<file path="src/rtl/wb_commit_pkg.sv">
// -----------------------------------------------------------------------------
// wb_commit_pkg
// Shared widths and constants for the write-back commit slice: bus widths,
// the hardwired-zero register address, enable encodings and the active-low
// reset level. Also holds the helper that decides whether a WB slot retires.
// -----------------------------------------------------------------------------
package wb_commit_pkg;

    localparam int REG_BUS      = 32;   // GPR / HI / LO data width
    localparam int REG_ADDR_BUS = 5;    // GPR address width
    localparam int INST_BUS     = 32;   // instruction word width

    localparam logic [REG_ADDR_BUS-1:0] NOP_REG_ADDR = '0;
    localparam logic [REG_BUS-1:0]      ZERO_WORD    = '0;

    localparam logic WRITE_ENABLE  = 1'b1;
    localparam logic WRITE_DISABLE = 1'b0;
    localparam logic READ_ENABLE   = 1'b1;
    localparam logic READ_DISABLE  = 1'b0;

    // Reset is active-low in this pipeline.
    localparam logic RST_ENABLE = 1'b0;

    // A WB slot retires when it carries a real instruction and is not being
    // flushed. An all-zero instruction word marks a bubble.
    function automatic logic is_retire(input logic [INST_BUS-1:0] inst,
                                       input logic                flush);
        return (inst != '0) && !flush;
    endfunction

endpackage : wb_commit_pkg

</file>
<file path="src/rtl/wb_commit_if.sv">
// -----------------------------------------------------------------------------
// wb_commit_if
// Bundles the registered MEM/WB bus, the flush strobe and both ID-stage
// register read ports.
//   master : the pipeline side; drives wb_*, flush and read requests,
//            receives rdata1/rdata2.
//   slave  : wb_commit; consumes the bus and returns read data.
// -----------------------------------------------------------------------------
interface wb_commit_if #(
    parameter int DATA_W = 32,
    parameter int ADDR_W = 5
);
    // MEM/WB register outputs
    logic [ADDR_W-1:0] wb_waddr;
    logic              wb_reg_we;
    logic [DATA_W-1:0] wb_wdata;
    logic              wb_hi_we;
    logic              wb_lo_we;
    logic [DATA_W-1:0] wb_hi;
    logic [DATA_W-1:0] wb_lo;
    logic              wb_llbit_we;
    logic              wb_llbit_value;
    logic [31:0]       wb_inst;
    logic              flush;

    // ID-stage read ports
    logic              re1;
    logic [ADDR_W-1:0] raddr1;
    logic [DATA_W-1:0] rdata1;
    logic              re2;
    logic [ADDR_W-1:0] raddr2;
    logic [DATA_W-1:0] rdata2;

    modport master (
        output wb_waddr, wb_reg_we, wb_wdata,
        output wb_hi_we, wb_lo_we, wb_hi, wb_lo,
        output wb_llbit_we, wb_llbit_value, wb_inst, flush,
        output re1, raddr1, re2, raddr2,
        input  rdata1, rdata2
    );

    modport slave (
        input  wb_waddr, wb_reg_we, wb_wdata,
        input  wb_hi_we, wb_lo_we, wb_hi, wb_lo,
        input  wb_llbit_we, wb_llbit_value, wb_inst, flush,
        input  re1, raddr1, re2, raddr2,
        output rdata1, rdata2
    );

endinterface : wb_commit_if

</file>
<file path="src/rtl/wb_commit_regfile_2r1w.sv">
// -----------------------------------------------------------------------------
// wb_commit_regfile_2r1w
// General register file: REG_NUM x DATA_W, one synchronous write port and
// two combinational read ports. Register 0 reads as zero and ignores writes.
// Each read port bypasses the write presented in the same cycle so ID sees
// the value WB is committing without a stall.
// Ports:
//   clk, rst       clock, synchronous active-low reset (clears every register)
//   we/waddr/wdata write port
//   re[i]/raddr[i] read request, port i (i = 0,1)
//   rdata[i]       read data, port i (combinational)
// -----------------------------------------------------------------------------
module wb_commit_regfile_2r1w
    import wb_commit_pkg::*;
#(
    parameter int REG_NUM = 32,
    parameter int DATA_W  = 32,
    parameter int ADDR_W  = 5
) (
    input  logic                   clk,
    input  logic                   rst,
    input  logic                   we,
    input  logic [ADDR_W-1:0]      waddr,
    input  logic [DATA_W-1:0]      wdata,
    input  logic [1:0]             re,
    input  logic [1:0][ADDR_W-1:0] raddr,
    output logic [1:0][DATA_W-1:0] rdata
);

    logic [DATA_W-1:0] regs_reg [REG_NUM];

    // Reset clears the whole array, so this maps to registers rather than a
    // block RAM; the combinational read ports need that anyway.
    always_ff @(posedge clk) begin
        if (rst == RST_ENABLE) begin
            for (int i = 0; i < REG_NUM; i++) begin
                regs_reg[i] <= '0;
            end
        end else if (we == WRITE_ENABLE && waddr != ADDR_W'(NOP_REG_ADDR)) begin
            regs_reg[waddr] <= wdata;
        end
    end

    generate
        for (genvar gi = 0; gi < 2; gi++) begin : g_rd_port
            logic [DATA_W-1:0] rdata_next;

            // Priority: reset, disabled port, r0, same-cycle bypass, array.
            always_comb begin
                rdata_next = DATA_W'(ZERO_WORD);
                if (rst == RST_ENABLE) begin
                    rdata_next = DATA_W'(ZERO_WORD);
                end else if (re[gi] == READ_DISABLE) begin
                    rdata_next = DATA_W'(ZERO_WORD);
                end else if (raddr[gi] == ADDR_W'(NOP_REG_ADDR)) begin
                    rdata_next = DATA_W'(ZERO_WORD);
                end else if (we == WRITE_ENABLE && raddr[gi] == waddr) begin
                    rdata_next = wdata;
                end else begin
                    rdata_next = regs_reg[raddr[gi]];
                end
            end

            assign rdata[gi] = rdata_next;
        end
    endgenerate

endmodule : wb_commit_regfile_2r1w

</file>
<file path="src/rtl/wb_commit.sv">
// -----------------------------------------------------------------------------
// wb_commit
// Sink of the MEM/WB pipeline register. Commits the WB bus into the GPR file,
// HI, LO and LLbit, serves the two ID read ports (with WB bypass) and counts
// retired instructions for debug.
// Ports:
//   clk         rising-edge clock
//   rst         synchronous reset, active-low
//   bus         wb_commit_if.slave: wb_* bus, flush, read ports 1/2
//   hi_o, lo_o  committed HI/LO (registered only, no bypass)
//   llbit_o     LLbit with same-cycle bypass of flush / LLbit write
//   retire_cnt  number of non-bubble, non-flushed instructions committed
// -----------------------------------------------------------------------------
module wb_commit
    import wb_commit_pkg::*;
#(
    parameter int REG_NUM = 32,
    parameter int DATA_W  = 32,
    parameter int ADDR_W  = 5,
    parameter int CNT_W   = 32
) (
    input  logic              clk,
    input  logic              rst,
    wb_commit_if.slave        bus,
    output logic [DATA_W-1:0] hi_o,
    output logic [DATA_W-1:0] lo_o,
    output logic              llbit_o,
    output logic [CNT_W-1:0]  retire_cnt
);

    logic [DATA_W-1:0] hi_reg;
    logic [DATA_W-1:0] lo_reg;
    logic              llbit_reg;
    logic [CNT_W-1:0]  retire_cnt_reg;

    logic [1:0]             rf_re;
    logic [1:0][ADDR_W-1:0] rf_raddr;
    logic [1:0][DATA_W-1:0] rf_rdata;

    assign rf_re    = {bus.re2, bus.re1};
    assign rf_raddr = {bus.raddr2, bus.raddr1};

    wb_commit_regfile_2r1w #(
        .REG_NUM (REG_NUM),
        .DATA_W  (DATA_W),
        .ADDR_W  (ADDR_W)
    ) u_regfile (
        .clk   (clk),
        .rst   (rst),
        .we    (bus.wb_reg_we),
        .waddr (bus.wb_waddr),
        .wdata (bus.wb_wdata),
        .re    (rf_re),
        .raddr (rf_raddr),
        .rdata (rf_rdata)
    );

    assign bus.rdata1 = rf_rdata[0];
    assign bus.rdata2 = rf_rdata[1];

    // HI and LO are independent; EX forwards from MEM/WB itself, so the
    // outputs carry the registered value only.
    always_ff @(posedge clk) begin
        if (rst == RST_ENABLE) begin
            hi_reg <= '0;
            lo_reg <= '0;
        end else begin
            if (bus.wb_hi_we == WRITE_ENABLE) hi_reg <= bus.wb_hi;
            if (bus.wb_lo_we == WRITE_ENABLE) lo_reg <= bus.wb_lo;
        end
    end

    // A flush (exception/eret) breaks any LL/SC pair, so it beats a
    // simultaneous LLbit write.
    always_ff @(posedge clk) begin
        if (rst == RST_ENABLE) begin
            llbit_reg <= 1'b0;
        end else if (bus.flush) begin
            llbit_reg <= 1'b0;
        end else if (bus.wb_llbit_we == WRITE_ENABLE) begin
            llbit_reg <= bus.wb_llbit_value;
        end
    end

    // Same-cycle view of LLbit so an SC in MEM sees the LL committing in WB.
    always_comb begin
        llbit_o = 1'b0;
        if (rst == RST_ENABLE) begin
            llbit_o = 1'b0;
        end else if (bus.flush) begin
            llbit_o = 1'b0;
        end else if (bus.wb_llbit_we == WRITE_ENABLE) begin
            llbit_o = bus.wb_llbit_value;
        end else begin
            llbit_o = llbit_reg;
        end
    end

    // Free-running modulo-2^CNT_W counter of retired instructions.
    always_ff @(posedge clk) begin
        if (rst == RST_ENABLE) begin
            retire_cnt_reg <= '0;
        end else if (is_retire(bus.wb_inst, bus.flush)) begin
            retire_cnt_reg <= retire_cnt_reg + CNT_W'(1);
        end
    end

    assign hi_o       = hi_reg;
    assign lo_o       = lo_reg;
    assign retire_cnt = retire_cnt_reg;

endmodule : wb_commit
</file>
<file path="src/flat_wrapper.sv">
// flat-port wrapper written by rule: the top's interface ports become plain ports
module wb_commit_flat import wb_commit_pkg::*;
#(
    parameter int REG_NUM = 32,
    parameter int DATA_W  = 32,
    parameter int ADDR_W  = 5,
    parameter int CNT_W   = 32
)
  (clk, rst, hi_o, lo_o, llbit_o, retire_cnt, bus_wb_waddr, bus_wb_reg_we, bus_wb_wdata, bus_wb_hi_we, bus_wb_lo_we, bus_wb_hi, bus_wb_lo, bus_wb_llbit_we, bus_wb_llbit_value, bus_wb_inst, bus_flush, bus_re1, bus_raddr1, bus_re2, bus_raddr2, bus_rdata1, bus_rdata2);
  wb_commit_if #(.DATA_W(DATA_W), .ADDR_W(ADDR_W)) bus_i ();
  input  logic clk;
  input  logic rst;
  output logic [DATA_W-1:0] hi_o;
  output logic [DATA_W-1:0] lo_o;
  output logic llbit_o;
  output logic [CNT_W-1:0] retire_cnt;
  input wire logic [$bits(bus_i.wb_waddr)-1:0] bus_wb_waddr;
  input wire logic [$bits(bus_i.wb_reg_we)-1:0] bus_wb_reg_we;
  input wire logic [$bits(bus_i.wb_wdata)-1:0] bus_wb_wdata;
  input wire logic [$bits(bus_i.wb_hi_we)-1:0] bus_wb_hi_we;
  input wire logic [$bits(bus_i.wb_lo_we)-1:0] bus_wb_lo_we;
  input wire logic [$bits(bus_i.wb_hi)-1:0] bus_wb_hi;
  input wire logic [$bits(bus_i.wb_lo)-1:0] bus_wb_lo;
  input wire logic [$bits(bus_i.wb_llbit_we)-1:0] bus_wb_llbit_we;
  input wire logic [$bits(bus_i.wb_llbit_value)-1:0] bus_wb_llbit_value;
  input wire logic [$bits(bus_i.wb_inst)-1:0] bus_wb_inst;
  input wire logic [$bits(bus_i.flush)-1:0] bus_flush;
  input wire logic [$bits(bus_i.re1)-1:0] bus_re1;
  input wire logic [$bits(bus_i.raddr1)-1:0] bus_raddr1;
  input wire logic [$bits(bus_i.re2)-1:0] bus_re2;
  input wire logic [$bits(bus_i.raddr2)-1:0] bus_raddr2;
  output wire logic [$bits(bus_i.rdata1)-1:0] bus_rdata1;
  output wire logic [$bits(bus_i.rdata2)-1:0] bus_rdata2;
  assign bus_i.wb_waddr = bus_wb_waddr;
  assign bus_i.wb_reg_we = bus_wb_reg_we;
  assign bus_i.wb_wdata = bus_wb_wdata;
  assign bus_i.wb_hi_we = bus_wb_hi_we;
  assign bus_i.wb_lo_we = bus_wb_lo_we;
  assign bus_i.wb_hi = bus_wb_hi;
  assign bus_i.wb_lo = bus_wb_lo;
  assign bus_i.wb_llbit_we = bus_wb_llbit_we;
  assign bus_i.wb_llbit_value = bus_wb_llbit_value;
  assign bus_i.wb_inst = bus_wb_inst;
  assign bus_i.flush = bus_flush;
  assign bus_i.re1 = bus_re1;
  assign bus_i.raddr1 = bus_raddr1;
  assign bus_i.re2 = bus_re2;
  assign bus_i.raddr2 = bus_raddr2;
  assign bus_rdata1 = bus_i.rdata1;
  assign bus_rdata2 = bus_i.rdata2;
  wb_commit #(.REG_NUM(REG_NUM), .DATA_W(DATA_W), .ADDR_W(ADDR_W), .CNT_W(CNT_W)) u_core (.clk(clk), .rst(rst), .bus(bus_i), .hi_o(hi_o), .lo_o(lo_o), .llbit_o(llbit_o), .retire_cnt(retire_cnt));
endmodule
</file>
<file path="config.mk">
export PLATFORM = sky130hd
export DESIGN_NAME = wb_commit_flat
export DESIGN_NICKNAME = d
export VERILOG_FILES = /design/src/rtl/wb_commit_pkg.sv /design/src/rtl/wb_commit_if.sv /design/src/rtl/wb_commit_regfile_2r1w.sv /design/src/rtl/wb_commit.sv /design/src/flat_wrapper.sv
export SDC_FILE = /design/constraint.sdc
export NUM_CORES = 2
export LEC_CHECK = 0
export CORE_MARGIN = 2
export CORE_UTILIZATION = 40
export CTS_BUF_LIST = sky130_fd_sc_hd__clkbuf_16
export CTS_CLUSTER_DIAMETER = 120
export DETAILED_ROUTE_END_ITERATION = 12
export GPL_TIMING_DRIVEN = 0
export HOLD_SLACK_MARGIN = 0.06
export PLACE_DENSITY = 0.61
export REMOVE_ABC_BUFFERS = 1
export SYNTH_ARGS = -nofsm -noshare
export SYNTH_HDL_FRONTEND = slang
export SYNTH_SLANG_ARGS = --single-unit
</file>
<file path="constraint.sdc">
create_clock -name clk -period 11.56 [get_ports clk]
set_clock_uncertainty 0.2 [all_clocks]
set_input_delay 3.468 -clock clk [delete_from_list [all_inputs] [get_ports clk]]
set_output_delay 3.468 -clock clk [all_outputs]
set_load 0.05 [all_outputs]
</file>
# Yosys cells after proc, flatten, opt, wreduce, memory -nomap -nowiden
# Memories as Yosys holds them, arrays and structs flattened.
# Index checks and enable logic that the tools add are counted.
totals:
  register_bits: 97
  ramBits: 1024
  inputBits: 153
  output_inout_bits: 161
  elab_cells: 36
  memories: 1
mem_list:
  columns: ["memory", "depth", "width", "rd", "rd_clocked_by_memory_dff", "write_ports", "line_no", "source"]
  rows:
  - ["u_core.u_regfile.regs_reg", 32, 32, 2, 0, 32, "wb_commit_regfile_2r1w.sv:30", "logic [DATA_W-1:0] regs_reg [REG_NUM];"]
classes:
  addsub: 1
  eq_ne: 2
  n_mux: 18
  reduce_logical: 10
ops:
  columns: ["op", "count"]
  rows:
  - ["$mux 32", 9]
  - ["$add 32x1->32 const B", 1]
  - ["$reduce_bool 32->1", 1]
  - ["$reduce_or 32->1", 1]
  - ["$eq 5x5->1", 2]
  - ["$logic_not 5->1", 2]
  - ["$mux 1", 8]
  - ["$mux 5", 1]
  - ["$reduce_bool 5->1", 1]
  - ["$logic_and 1x1->1", 4]
  - ["$logic_not 1->1", 1]

# Depth between registers and ports, before layout
depth:
  depth_word: 7
  depth_mapped: 9
  mapped_depth_nobuf: 5

# Modules after synthesis
# Synthesis repeated with hierarchy kept, for this count alone.
hier_totals:
  cells_unflattened: 4221
  area_unflattened_um2: 59213.0
modules_own_cells:
  columns: ["mod", "instances", "cells_per_inst", "area_each_um2", "seq_area_each_um2"]
  rows:
  - ["wb_commit_regfile_2r1w", 1, 3824, 55306.8, 30749.5]
  - ["wb_commit", 1, 397, 3906.2, 1941.9]

# Least setup slack after synthesis
# No wires, ideal clock.
synth_timing:
  path_type: "input port to output port"
  startpoint: "input port bus_raddr2[0]"
  endpoint: "output port bus_rdata2[21]"
  t_arrival_ns: 5.453
  required_ns: 7.892
  slack_ns: 2.439
  stages: 8
  path_buffers: 3
  path_cell_list: "buf_2 -> buf_6 -> xor2_1 -> nor4_1 -> a31o_2 -> buf_6 -> or3_1 -> o2bb2ai_1"
synth_via:
  elab_chain_cells: 6
  elab_cells_between_ends: 8
  cone_classes: "eq/ne (1); mux (4); reduce/logical (2); memory (1)"
synth_lines:
  columns: ["item", "line_no", "source"]
  rows:
  - ["from (decl)", "flat_wrapper.sv:31", "input wire logic [$bits(bus_i.raddr2)-1:0] bus_raddr2;"]
  - ["branches (longest 3 deep; another with $mem_v2 32x32)", null, null]
  - ["$mux 32 *", "wb_commit_regfile_2r1w.sv:55", "end else if (raddr[gi] == ADDR_W'(NOP_REG_ADDR)) begin"]
  - ["$mux 32 *", "wb_commit_regfile_2r1w.sv:53", "end else if (re[gi] == READ_DISABLE) begin"]
  - ["$mux 32 *", "wb_commit_regfile_2r1w.sv:51", "if (rst == RST_ENABLE) begin"]
  - ["to (decl)", "flat_wrapper.sv:33", "output wire logic [$bits(bus_i.rdata2)-1:0] bus_rdata2;"]
# Every way passes the cells marked *.

# Worst setup path in the final report
layout_timing:
  startpoint: "input port bus_raddr2[3]"
  endpoint: "output port bus_rdata2[31]"
# Same word-level chain as after synthesis.

==> metrics.cfg <==
[synthesis]
ys_async_sr_fraction_pct=0
synth_seq_cells=1121
ys.flop_type=edfxtp_1
syn-cell-area_sq_mm=0.05918
synth_edf_count=1024
synthCells=4450
synth.distinct_cells=67
yosysSeqAreaShare_pct=55.24
syn_avg_cell_area_sq_um=13.30
yosys_warnings=0

[final_layout]
final_cell_mix=edfxtp_1 (1024), and2_1 (993), mux2i_1 (625)
design_area_sq_mm=0.07143
drive_gt1_share_pct=15.36
largest_reg_flops=1024
mostFrequentLayoutCell=edfxtp_1
postLayoutCoreUtil_pct=48.49
area_growth_pct=20.70
final_nets=4829

[place]
dpl-instance-area_sq_mm=0.06716
gp_congestion=0.8031
port_buffers=313
dp_hpwl_microns=153900

[global_routing]
grt_first_pass_wirelength_microns=316800
track_usage_pct=29.84
grt_pass1_vias=42040
grt_max_degree=89
grt_overflow=0
antenna_found_initial=23

[clocking]
cts_tree=built
cts_num_sinks=1121
cts_buffers=131
root_buffer=clkbuf_16
ctsHtreeMaxLevel=4
clockBufferDepth=3
path_clk_slew_ps=60
cts_hold_buf=0
worst_skew_pair.late_latency_ps=770

[sta]
setup_viol=0
slew_violations=0
min_period_ps=11540
finalCritPeriodShare_pct=99.80
hold_viol=0
relSlewSlack_pct=0.5028
worst_pin_slew_ps=1488
rsz0062_at_grt=no
max_freq_mhz=86.68

[critical_path]
crit_path_start_kind=primary input
endpoint=bus_rdata2[31]
rr_startpoint=u_core.retire_cnt[3]
crit_chain=clkdlybuf4s50_1 > nand3b_1 > o22ai_1 > nor4_1 > a21o_1 > clkdlybuf4s50_1
cp.required_ps=7890
r2r_end=u_core.retire_cnt[26]
worstRegToRegCells=5
slowest_stage=clkdlybuf4s50_1
cp-end-kind=output pin
crit_path_max_incr_delay_ps=1460
path_max_fanout=22
cp.arrival_ps=7870
path_class=primary input to output pin
r2r_slack_ps=9030
cp_common_cell=clkdlybuf4s50_1
startpoint=bus_raddr2[3]

[floorplan]
die_h_microns=388.6
fp.dieArea_sq_mm=0.1510
die_w_microns=388.6
start_util_pct=40.17
coreArea_sq_mm=0.1473
ios=314
core.rowCount=141

[outcome]
status=completed

[flow_run]
maxCapViolations=0

[power_and_ir_drop]
peakVddDrop_mv=0.1113
leakage_nw=26.13
power_density_mw_per_mm2=141.7

[detailed_routing]
vias_per_cell=6.343
first_iter_violations=6230
post_drt_wl_per_cell_microns=34.12
drt_wl_total_microns=229300
first_pass_iters=8
via_count=42630
antenna_left=0
drc=0

[hold_path]
hp-class=register to register

[how the worst min path moves through the flow]
| stage | from | depth (start not counted) | to | slack, ps |
|---|---|---|---|---|
| floorplan | u_core.retire_cnt[31] | 2 | u_core.retire_cnt[31] | 480 |
| global placement | u_core.retire_cnt[31] | 2 | u_core.retire_cnt[31] | 260 |
| detailed placement | u_core.retire_cnt[31] | 2 | u_core.retire_cnt[31] | 270 |
| CTS | u_core.retire_cnt[31] | 2 | u_core.retire_cnt[31] | 290 |
| global route | u_core.retire_cnt[21] | 2 | u_core.retire_cnt[21] | 310 |
| finish | u_core.retire_cnt[31] | 2 | u_core.retire_cnt[31] | 290 |
[where the power goes]
part / switching (mW) / total (mW) / internal, mW
clock network: 1.75 / 4.07 / 2.32
logic: 0.792 / 1.30 / 0.510
registers: 0.112 / 4.75 / 4.64
[layer usage]
metal	global-route usage [%]	wire [microns]	vias up	part of all wire (%)
li1	-	-	17310	-
met1	39.62	87250	21480	38
met2	44.54	100500	3126	44
met3	8.685	28820	693	13
met4	14.97	12530	24	5.5
met5	0	229	-	0.10
[cells in the mapped netlist, drive strengths merged, types with 14 or more instances]
master | number | area, sq um
dfxtp | 97 | 1942
a22o | 20 | 175.2
nand4 | 51 | 325.3
or3 | 25 | 156.4
mux4 | 232 | 5225
mux2i | 625 | 6256
nor4 | 61 | 402.9
nor3 | 25 | 130.1
nand2 | 59 | 221.5
and2 | 993 | 6212
clkbuf | 273 | 1030
nor2 | 135 | 506.7
o21ai | 57 | 285.3
a22oi | 272 | 2042
nand3 | 46 | 230.2
nand2b | 14 | 87.58
buf | 169 | 1130
a21o | 40 | 300.3
edfxtp | 1024 | 30750
o22ai | 100 | 625.6
[worst max-delay path: cells and delay by family]
family                 cells  cell delay, ps
and+or+nand+nor            2            1260
AOI/OAI and AO/OA          2             920
buffers and inverters      2            2180
[timing repair]
item,in CTS,in global routing
buffers inserted,2,4
setup endpoints to repair,5,18
pin swaps,1,2
resized for setup,2,4
[area by class of cell]
| class | instances | area, sq um |
|---|---|---|
| Fill cell | 12530 | 75880 |
| Sequential cell | 1121 | 32690 |
| Multi-Input combinational cell | 2907 | 25180 |
| Timing Repair Buffer | 503 | 6924 |
| Clock buffer | 135 | 3378 |
| Tap cell | 1930 | 2415 |
| Clock inverter | 107 | 770.7 |
| Inverter | 11 | 50.05 |
| Antenna cell | 7 | 17.52 |
[cell families (layout without fill, tap and decap cells)]
logic type	count (synthesis)	count (layout)	synth area share, %
and+or+nand+nor	1457	1457	14.82
DFF	1121	1121	55.24
xor gates and xnor gates	17	17	0.2516
adders and majority gates	1	1	0.02114
muxes	861	861	19.48
buffers and inverters	453	756	3.719
other	1	39	0.006337
AOI/OAI and AO/OA	539	539	6.457
[per-stage QoR]
stage          total power, mW  setup slack, ps  hold slack, ps  cells  setup TNS [ps]
2_1_floorplan            5.404             1723           477.1   4039               0
3_3_place_gp             6.408           -26830           260.9   6282        -3306800
3_5_place_dp             6.104           -163.6           274.0   6465          -519.3
4_1_cts                  10.13            4.668           286.8   6709               0
5_1_grt                  10.36            59.87           309.0   6714               0
6_report                 10.12            23.64           285.4   6721               0
Note: power is estimated with default switching activity, not from simulation.
